## config.mk

```make
export PLATFORM = sky130hd
export DESIGN_NAME = tx_pkt_segmenter
export DESIGN_NICKNAME = d
export VERILOG_FILES = /design/src/rtl/tx_pkt_segmenter.sv
export SDC_FILE = /design/constraint.sdc
export NUM_CORES = 1
export LEC_CHECK = 0
export CORE_MARGIN = 2
export CORE_UTILIZATION = 46
export DETAILED_ROUTE_END_ITERATION = 16
export PLACE_DENSITY = 0.75
export SYNTH_ARGS = -nofsm -noshare
export SYNTH_HDL_FRONTEND = slang
export SYNTH_SLANG_ARGS = --single-unit
export TNS_END_PERCENT = 100
```

## constraint.sdc

```tcl
create_clock -name clk -period 4.45 [get_ports clk]
set_input_delay 0.445 -clock clk [delete_from_list [all_inputs] [get_ports clk]]
set_output_delay 0.445 -clock clk [all_outputs]
set_load 0.02 [all_outputs]
```

## src/rtl/tx_pkt_segmenter.sv

```systemverilog
// Send-queue packet segmenter: splits one WQE at a time into MTU-sized packet
// descriptors, then writes the advanced PSN/MSN back to the QP context.
module tx_pkt_segmenter #(
   parameter int MAX_QP       = 256,
   parameter int QP_PTR_WIDTH = $clog2(MAX_QP)
) (
   input  logic                    clk,
   input  logic                    rst,
   input  logic                    i_wqe_valid,
   output logic                    o_wqe_ready,
   input  logic [QP_PTR_WIDTH-1:0] i_wqe_qp_id,
   input  logic [31:0]             i_wqe_len,
   output logic                    o_qpc_hdr_lookup_valid,
   input  logic                    i_qpc_hdr_lookup_ready,
   output logic [QP_PTR_WIDTH-1:0] o_qpc_hdr_lookup_qp_id,
   input  logic                    i_qpc_valid,
   input  logic [2:0]              i_qpc_pmtu,
   input  logic [23:0]             i_qpc_sq_curr_psn,
   input  logic [23:0]             i_qpc_sq_curr_msn,
   output logic                    o_pkt_valid,
   input  logic                    i_pkt_ready,
   output logic [QP_PTR_WIDTH-1:0] o_pkt_qp_id,
   output logic [23:0]             o_pkt_psn,
   output logic [1:0]              o_pkt_opcode,
   output logic [12:0]             o_pkt_len,
   output logic                    o_pkt_ack_req,
   output logic                    o_qpc_hdr_update_valid,
   output logic [QP_PTR_WIDTH-1:0] o_qpc_hdr_update_qpid,
   output logic [23:0]             o_qpc_sq_curr_psn,
   output logic [23:0]             o_qpc_sq_curr_msn
);

   typedef enum logic [2:0] {IDLE, LOOKUP, WAIT_QPC, SEND, UPDATE} state_t;

   localparam logic [1:0] OP_FIRST  = 2'b00;
   localparam logic [1:0] OP_MIDDLE = 2'b01;
   localparam logic [1:0] OP_LAST   = 2'b10;
   localparam logic [1:0] OP_ONLY   = 2'b11;

   state_t                  state;
   logic [QP_PTR_WIDTH-1:0] qp_id;
   logic [31:0]             rem;
   logic [12:0]             mtu;
   logic [23:0]             msn;

   function automatic logic [12:0] mtu_decode(input logic [2:0] code);
      case (code)
         3'd2:    return 13'd512;
         3'd3:    return 13'd1024;
         3'd4:    return 13'd2048;
         3'd5:    return 13'd4096;
         default: return 13'd256;
      endcase
   endfunction

   // rem <= m bounds rem to 4096, so the low 13 bits hold it exactly
   function automatic logic [12:0] seg_len(input logic [31:0] r, input logic [12:0] m);
      return (r <= {19'd0, m}) ? r[12:0] : m;
   endfunction

   logic [12:0] qpc_mtu;
   logic [31:0] rem_after;
   logic        pkt_fire;
   logic        pkt_last;

   assign qpc_mtu   = mtu_decode(i_qpc_pmtu);
   assign rem_after = rem - {19'd0, o_pkt_len};
   assign pkt_fire  = o_pkt_valid && i_pkt_ready;
   assign pkt_last  = o_pkt_opcode[1];

   always_ff @(posedge clk) begin
      if (rst) begin
         state                  <= IDLE;
         qp_id                  <= '0;
         rem                    <= '0;
         mtu                    <= '0;
         msn                    <= '0;
         o_wqe_ready            <= 1'b0;
         o_qpc_hdr_lookup_valid <= 1'b0;
         o_qpc_hdr_lookup_qp_id <= '0;
         o_pkt_valid            <= 1'b0;
         o_pkt_qp_id            <= '0;
         o_pkt_psn              <= '0;
         o_pkt_opcode           <= '0;
         o_pkt_len              <= '0;
         o_pkt_ack_req          <= 1'b0;
         o_qpc_hdr_update_valid <= 1'b0;
         o_qpc_hdr_update_qpid  <= '0;
         o_qpc_sq_curr_psn      <= '0;
         o_qpc_sq_curr_msn      <= '0;
      end else begin
         o_qpc_hdr_update_valid <= 1'b0;
         case (state)
            IDLE: begin
               if (i_wqe_valid && o_wqe_ready) begin
                  qp_id                  <= i_wqe_qp_id;
                  rem                    <= i_wqe_len;
                  o_wqe_ready            <= 1'b0;
                  o_qpc_hdr_lookup_valid <= 1'b1;
                  o_qpc_hdr_lookup_qp_id <= i_wqe_qp_id;
                  state                  <= LOOKUP;
               end else begin
                  o_wqe_ready <= 1'b1;
               end
            end
            LOOKUP: begin
               if (i_qpc_hdr_lookup_ready) begin
                  o_qpc_hdr_lookup_valid <= 1'b0;
                  state                  <= WAIT_QPC;
               end
            end
            WAIT_QPC: begin
               // First descriptor is built straight from the context response
               if (i_qpc_valid) begin
                  mtu         <= qpc_mtu;
                  msn         <= i_qpc_sq_curr_msn;
                  o_pkt_valid <= 1'b1;
                  o_pkt_qp_id <= qp_id;
                  o_pkt_psn   <= i_qpc_sq_curr_psn;
                  o_pkt_len   <= seg_len(rem, qpc_mtu);
                  if (rem <= {19'd0, qpc_mtu}) begin
                     o_pkt_opcode  <= OP_ONLY;
                     o_pkt_ack_req <= 1'b1;
                  end else begin
                     o_pkt_opcode  <= OP_FIRST;
                     o_pkt_ack_req <= 1'b0;
                  end
                  state <= SEND;
               end
            end
            SEND: begin
               if (pkt_fire) begin
                  rem <= rem_after;
                  if (pkt_last) begin
                     o_pkt_valid            <= 1'b0;
                     o_qpc_hdr_update_valid <= 1'b1;
                     o_qpc_hdr_update_qpid  <= qp_id;
                     o_qpc_sq_curr_psn      <= o_pkt_psn + 24'd1;
                     o_qpc_sq_curr_msn      <= msn + 24'd1;
                     state                  <= UPDATE;
                  end else begin
                     o_pkt_psn <= o_pkt_psn + 24'd1;
                     o_pkt_len <= seg_len(rem_after, mtu);
                     if (rem_after <= {19'd0, mtu}) begin
                        o_pkt_opcode  <= OP_LAST;
                        o_pkt_ack_req <= 1'b1;
                     end else begin
                        o_pkt_opcode  <= OP_MIDDLE;
                        o_pkt_ack_req <= 1'b0;
                     end
                  end
               end
            end
            UPDATE: begin
               o_wqe_ready <= 1'b1;
               state       <= IDLE;
            end
            default: begin
               state <= IDLE;
            end
         endcase
      end
   end

endmodule

```

Word-level counts from Yosys, hierarchy flattened
Index checks and enable logic that the tools add are counted.
{"block": "totals", "out_inout_bits": 116, "word_cells": 98, "input_bits": 97, "regBits": 188}
{"block": "classes", "reduce_logical": 17, "order_cmp": 2, "eq_ne": 14, "n_addsub": 3, "muxes": 42, "n_bitwise": 2}
{"op": "24-bit 2-to-1 mux", "n": 3}
{"op": "13-bit 2-to-1 mux", "n": 5}
{"op": "32-bit by 13-bit <= comparator with 1-bit output", "n": 2}
{"op": "32-bit 2-to-1 mux", "n": 2}
{"op": "32-bit one-hot mux with 2 select lines", "n": 1}
{"op": "13-bit one-hot mux with 4 select lines", "n": 1}
{"op": "24-bit by 1-bit adder with 24-bit output (second input constant)", "n": 2}
{"op": "24-bit one-hot mux with 2 select lines", "n": 1}
{"op": "32-bit by 13-bit subtractor with 32-bit output", "n": 1}
{"op": "13-bit one-hot mux with 2 select lines", "n": 1}
{"op": "3-bit 2-to-1 mux", "n": 5}
{"op": "3-bit by 2-bit == test with 1-bit output (second input constant)", "n": 4}
{"op": "1-bit 2-to-1 mux", "n": 12}
{"op": "2-bit inequality test (second input constant)", "n": 6}
{"op": "3-bit one-hot mux with 4 select lines", "n": 1}
{"op": "3-bit AND reduction", "n": 4}
{"op": "2-bit 2-to-1 mux", "n": 5}
{"op": "3-bit == test (second input constant)", "n": 3}
{"op": "1-bit one-hot mux with 2 select lines", "n": 4}
{"op": "4-bit AND reduction", "n": 2}
{"op": "2-bit nonzero test", "n": 4}
{"op": "5-bit AND reduction", "n": 1}
{"op": "2-bit one-hot mux with 2 select lines", "n": 1}
{"op": "2-bit AND reduction", "n": 2}
{"op": "5 further kinds", "n": 7}

Depth between registers and ports, before layout
Gate-level depths: netlist of the first run.
{"block": "depth", "ltp_word": 6, "mapped_depth": 20, "depth_no_buf": 19}

Worst setup path before layout of the first run
No wires, ideal clock.
{"block": "synth_timing", "path_kind": "reg-to-reg", "from": "register o_pkt_len[0]", "to": "register o_pkt_len[10]", "synth_period_minus_slack_ps": 4180, "stages_incl_launch_ff": 19, "t_required_ps": 4333, "arrival_time_ps": 4063, "path_slack_ps": 270, "n_path_buf": 1, "setup_ps": 117, "path_cell_list": "dfxtp_1 > ha_1 > fa_1 > nor2b_1 > o2111ai_1 > a211oi_1 > nor2_1 > xor2_1 > inv_1 > ha_1 > nand4_1 > nor3_1 > nand2_1 > nor4_1 > a21oi_1 > or3_1 > buf_6 > or4_1 > a32o_1"}
{"block": "synth_between", "elab_chain_len": 6}
{"element": "from (decl)", "line_no": "25", "text": "output logic [12:0] o_pkt_len,"}
{"element": "from (signal assigned)", "line_no": "120", "text": "o_pkt_len <= seg_len(rem, qpc_mtu);"}
{"element": "from (signal assigned)", "line_no": "143", "text": "o_pkt_len <= seg_len(rem_after, mtu);"}
{"element": "32-bit by 13-bit subtractor with 32-bit output *", "line_no": "67", "text": "assign rem_after = rem - {19'd0, o_pkt_len};"}
{"element": "32-bit by 13-bit <= comparator with 1-bit output", "line_no": "58", "text": "return (r <= {19'd0, m}) ? r[12:0] : m;"}
{"element": "13-bit 2-to-1 mux *", "line_no": "58"}
{"element": "13-bit 2-to-1 mux *", "line_no": "134", "text": "if (pkt_last) begin"}
{"element": "13-bit 2-to-1 mux *", "line_no": "132", "text": "if (pkt_fire) begin"}
{"element": "13-bit one-hot mux with 2 select lines *", "line_no": "93", "text": "case (state)"}
Every way passes the cells marked *; elsewhere a longest branch is shown, timed or not. The select of a mux whose other input is x is not followed.
A chain may end at the register's enable or synchronous reset.

Worst setup path after layout of the first run
{"block": "layout_timing", "from": "register rem[0]", "to": "register o_pkt_len[12]"}
{"block": "layout_between", "elab_chain_len": 6, "elab_cells_between_ends": 9, "classes_between": "add/sub: 1; order compare: 2; mux: 6"}
{"element": "from (decl)", "line_no": "42", "text": "logic [31:0] rem;"}
{"element": "from (signal assigned)", "line_no": "97", "text": "rem <= i_wqe_len;"}
{"element": "from (signal assigned)", "line_no": "133", "text": "rem <= rem_after;"}
{"element": "32-bit by 13-bit subtractor with 32-bit output", "line_no": "67"}
{"element": "32-bit by 13-bit <= comparator with 1-bit output", "line_no": "58"}
{"element": "13-bit 2-to-1 mux", "line_no": "58"}
{"element": "13-bit 2-to-1 mux", "line_no": "134"}
{"element": "13-bit 2-to-1 mux", "line_no": "132"}
{"element": "13-bit one-hot mux with 2 select lines *", "line_no": "93"}
Marks and branches as above.

==> impl_metrics.json, run 1 <==
{
  "outcome": "completed",
  "die_area_um2": 22060,
  "seqPwrFrac": 0.390,
  "max_freq_mhz": 238.4,
  "worst_slack_ns": 0.2556,
  "post-route-util": 0.6197,
  "timing.slew.headroom": 0.1866,
  "final_area_um2": 12620,
  "antenna_left": 0,
  "grt_pass1_wl_um": 46890,
  "worst_pin_slew_ns": 1.219,
  "io_buffers": 212,
  "syn_area_per_cell_um2": 7.544,
  "intPower_w": 0.002909,
  "placed_area_um2": 11950,
  "place_hpwl_um": 20680,
  "post-place-ws_ns": -0.05541,
  "rsz0062_at_grt": "false",
  "n_antenna_cell": 0,
  "drv_cap": 0,
  "register_area_um2": 3603,
  "die_h_um": 148.5,
  "wl_um": 29460,
  "swShare": 0.3360,
  "drc": 0,
  "power_density_nw_per_um2": 347.1,
  "clockBufferDepth": 2,
  "cp_num_buf_inv": 2,
  "period_share": 0.9426,
  "hp-class": "reg2reg",
  "numCtsBuffers": 17,
  "nFillCells": 1816,
  "clockPowerShare": 0.348,
  "area_growth_syn_to_layout_pct": 31.32,
  "min_path_cells": 2,
  "clk_pin_slew_ns": 0.07,
  "grt_use_met2": 0.4104,
  "slew_viol_final": 0,
  "vdd_drop_max_uv": 296.6,
  "crit_required_ns": 4.78,
  "cts_tree": "built",
  "crit_chain": "inv_1, ha_1, fa_2, nor2b_4, o2111ai_4, a211oi_2, nor2_1, xor2_1, inv_1, ha_1, nand4_1, nor3_1, nand2_1, nor4_2, a21oi_1, or3_4, or4_1, a32o_1",
  "layout_common_cells": "clkdlybuf4s50_1, nand2_1, nor2_1",
  "hold_viol": 0,
  "grt_pass1_vias": 9078,
  "antenna_found_initial": 0,
  "yosysWarningCount": 0,
  "synth_seq_cells": 180,
  "crit_fanout": 9,
  "setup_viol": 0,
  "gr-total-overflow": 0,
  "viasPerCell": 5.677,
  "route.vias.total": 9792,
  "synth_edf_count": 0,
  "grtUsageMet3": 0.07791,
  "endpoint_kind": "register",
  "synth_nets": 1397,
  "grt.busiest_layer": "met2",
  "rows": 52,
  "insertion_delay_ns": 0.44,
  "crit_type": "reg2reg",
  "power_w": 0.004381,
  "start_util": 0.4719,
  "multiInputGateArea_um2": 5634,
  "final_common_cell": "clkdlybuf4s50_1",
  "syn_inst": 1274,
  "clock-sinks": 180,
  "reg2regPathDepth": 18,
  "yosys-top-cells-area": "dfxtp_1, nand2_1, nor2_1, a21oi_1, a211oi_1",
  "track_usage": 0.2636,
  "grt_max_degree": 131,
  "cp.depth": 18,
  "use_met1": 0.3551,
  "clock-skew-final_ns": 0.01332,
  "nets": 1565,
  "routedWlPerCell_um": 17.08,
  "comb_power_share": 0.261,
  "pin_count": 213,
  "fp.dieW_um": 148.5,
  "cpMaxStageDelayCell": "or4_1",
  "syn_area_um2": 9610,
  "leakagePower_nw": 4.367,
  "drt_iter0_drc": 710,
  "arrival_ns": 4.52,
  "tns_ns": 0,
  "slowest_delay_ns": 0.42,
  "place_congestion": 0.9306,
  "cts-root-buf": "clkbuf_16",
  "yosysSeqAreaShare": 0.3750,
  "cts_hold_buf": 0,
  "cp-start-kind": "register",
  "layout-drive-gt1-share": 0.06323,
  "min_period_ns": 4.194,
  "p_switching_w": 0.001472,
  "synth_top_area_frac": 0.3750,
  "synthArstFlopShare": 0,
  "crit_family": "simple AND/OR/NAND/NOR gates",
  "htree_num_levels": 4,
  "yosys.area.top_type": "dfxtp_1",
  "yosysUniqueCellTypes": 65,
  "core_um2": 20360,
  "firstDrtPassIters": 5,
  "synth_ff_type": "dfxtp_1"
}
-- area by class of cell --
type / count / area share
multi-input cells: 974 / 0.4464
flip-flops and latches: 180 / 0.2855
repair buffers: 238 / 0.1847
clock buffers: 18 / 0.03480
well taps: 270 / 0.02677
clock inverters: 14 / 0.01259
inverters: 31 / 0.009220
-- cells in the mapped netlist, types with 8 or more instances --
cell and number:
clkbuf_1 77, dfxtp_1 180, inv_1 31, and3_1 15, nand4_1 16, or4_1 12
o31ai_1 8, or3_1 9, a21oi_1 125, o21a_1 11, a311oi_1 11, xor2_1 30
a22oi_1 11, nor2_1 189, nor3_1 32, nand2_1 193, o211ai_1 10, nand3_1 28
a211oi_1 73, nor2b_1 12, ha_1 25, xnor2_1 26, o21ai_0 41
-- sequential cells by signal, summed over array words and instances, names as in the netlist, 2 cells and up --
name                   cells
qp_id                      8
rem                       32
msn                       24
mtu                        5
o_qpc_hdr_update_qpid      8
state                      3
o_qpc_sq_curr_msn         24
o_qpc_sq_curr_psn         24
o_pkt_opcode               2
o_pkt_psn                 24
o_pkt_qp_id                8
o_pkt_len                 13
-- per-stage QoR --
stage               instances  hold WS, ns
CTS                      1724       0.4564
finish                   1725       0.4544
detailed placement       1692       0.4466
global placement         1692       0.4410
floorplan                1274       0.4363
global route             1725       0.4818
-- worst reg2reg max path: stages (launching register included) --
cell       delay (ns)
dfxtp_1          0.33
inv_1            0.06
ha_1             0.21
fa_2             0.39
nor2b_4          0.16
o2111ai_4        0.15
a211oi_2         0.26
nor2_1           0.10
xor2_1           0.20
inv_1            0.08
ha_1             0.32
nand4_1          0.10
nor3_1           0.20
nand2_1          0.09
nor4_2           0.24
a21oi_1          0.12
or3_4            0.40
or4_1            0.42
a32o_1           0.26
-- layer usage --
metal	vias to the layer above	wire [um]
met1	4581	13110
met5	-	0
li1	4837	-
met4	0	501
met2	338	13280
met3	36	2574
-- power by group through the flow --
stage | clock network (W) | logic [W] | registers, W
after floorplan | 0 | 0.000704 | 0.00174
after global placement | 0 | 0.00107 | 0.00174
after detailed placement | 0 | 0.00108 | 0.00175
after CTS | 0.00155 | 0.00110 | 0.00171
after global routing | 0.00161 | 0.00125 | 0.00172
final | 0.00153 | 0.00114 | 0.00171
-- repair_timing --
item | in CTS | in global routing
endpoints found under the setup margin | 5 | 16
endpoints found under the hold margin | 0 | 0
pin swaps | 0 | 2
gates resized for setup | 2 | 13
buffers inserted | 0 | 1
-- final timing paths --
path,start,endpoint,slack [ns]
worst max-delay path,rem[0]$_SDFFE_PP0P_,o_pkt_len[12]$_SDFFE_PP0P_,0.26
worst min-delay path,o_qpc_hdr_update_qpid[2]$_SDFFE_PP0P_,o_qpc_hdr_update_qpid[2]$_SDFFE_PP0P_,0.45
worst max register to register,rem[0]$_SDFFE_PP0P_,o_pkt_len[12]$_SDFFE_PP0P_,0.26
worst min register to register,o_qpc_hdr_update_qpid[2]$_SDFFE_PP0P_,o_qpc_hdr_update_qpid[2]$_SDFFE_PP0P_,0.45
-- logic make-up after synthesis --
family,after synthesis,synth area share
and+or+nand+nor,546,0.2565
AOI/OAI and AO/OA,342,0.2298
DFF,180,0.3750
buffers and inverters,120,0.04895
xor gates and xnor gates,56,0.05103
adders and majority gates,26,0.03463
muxes,4,0.004166
Note: power is estimated with default switching activity, not from simulation.
==> run 2, diff against run 1 <==
--- a/config.mk
+++ b/config.mk
@@ -12,4 +12,4 @@
 export SYNTH_ARGS = -nofsm -noshare
 export SYNTH_HDL_FRONTEND = slang
 export SYNTH_SLANG_ARGS = --single-unit
-export TNS_END_PERCENT = 100
+export TNS_END_PERCENT = 50
==> results of run 2 <==
Final layout, timing and power as in run 1 (identical DEF).
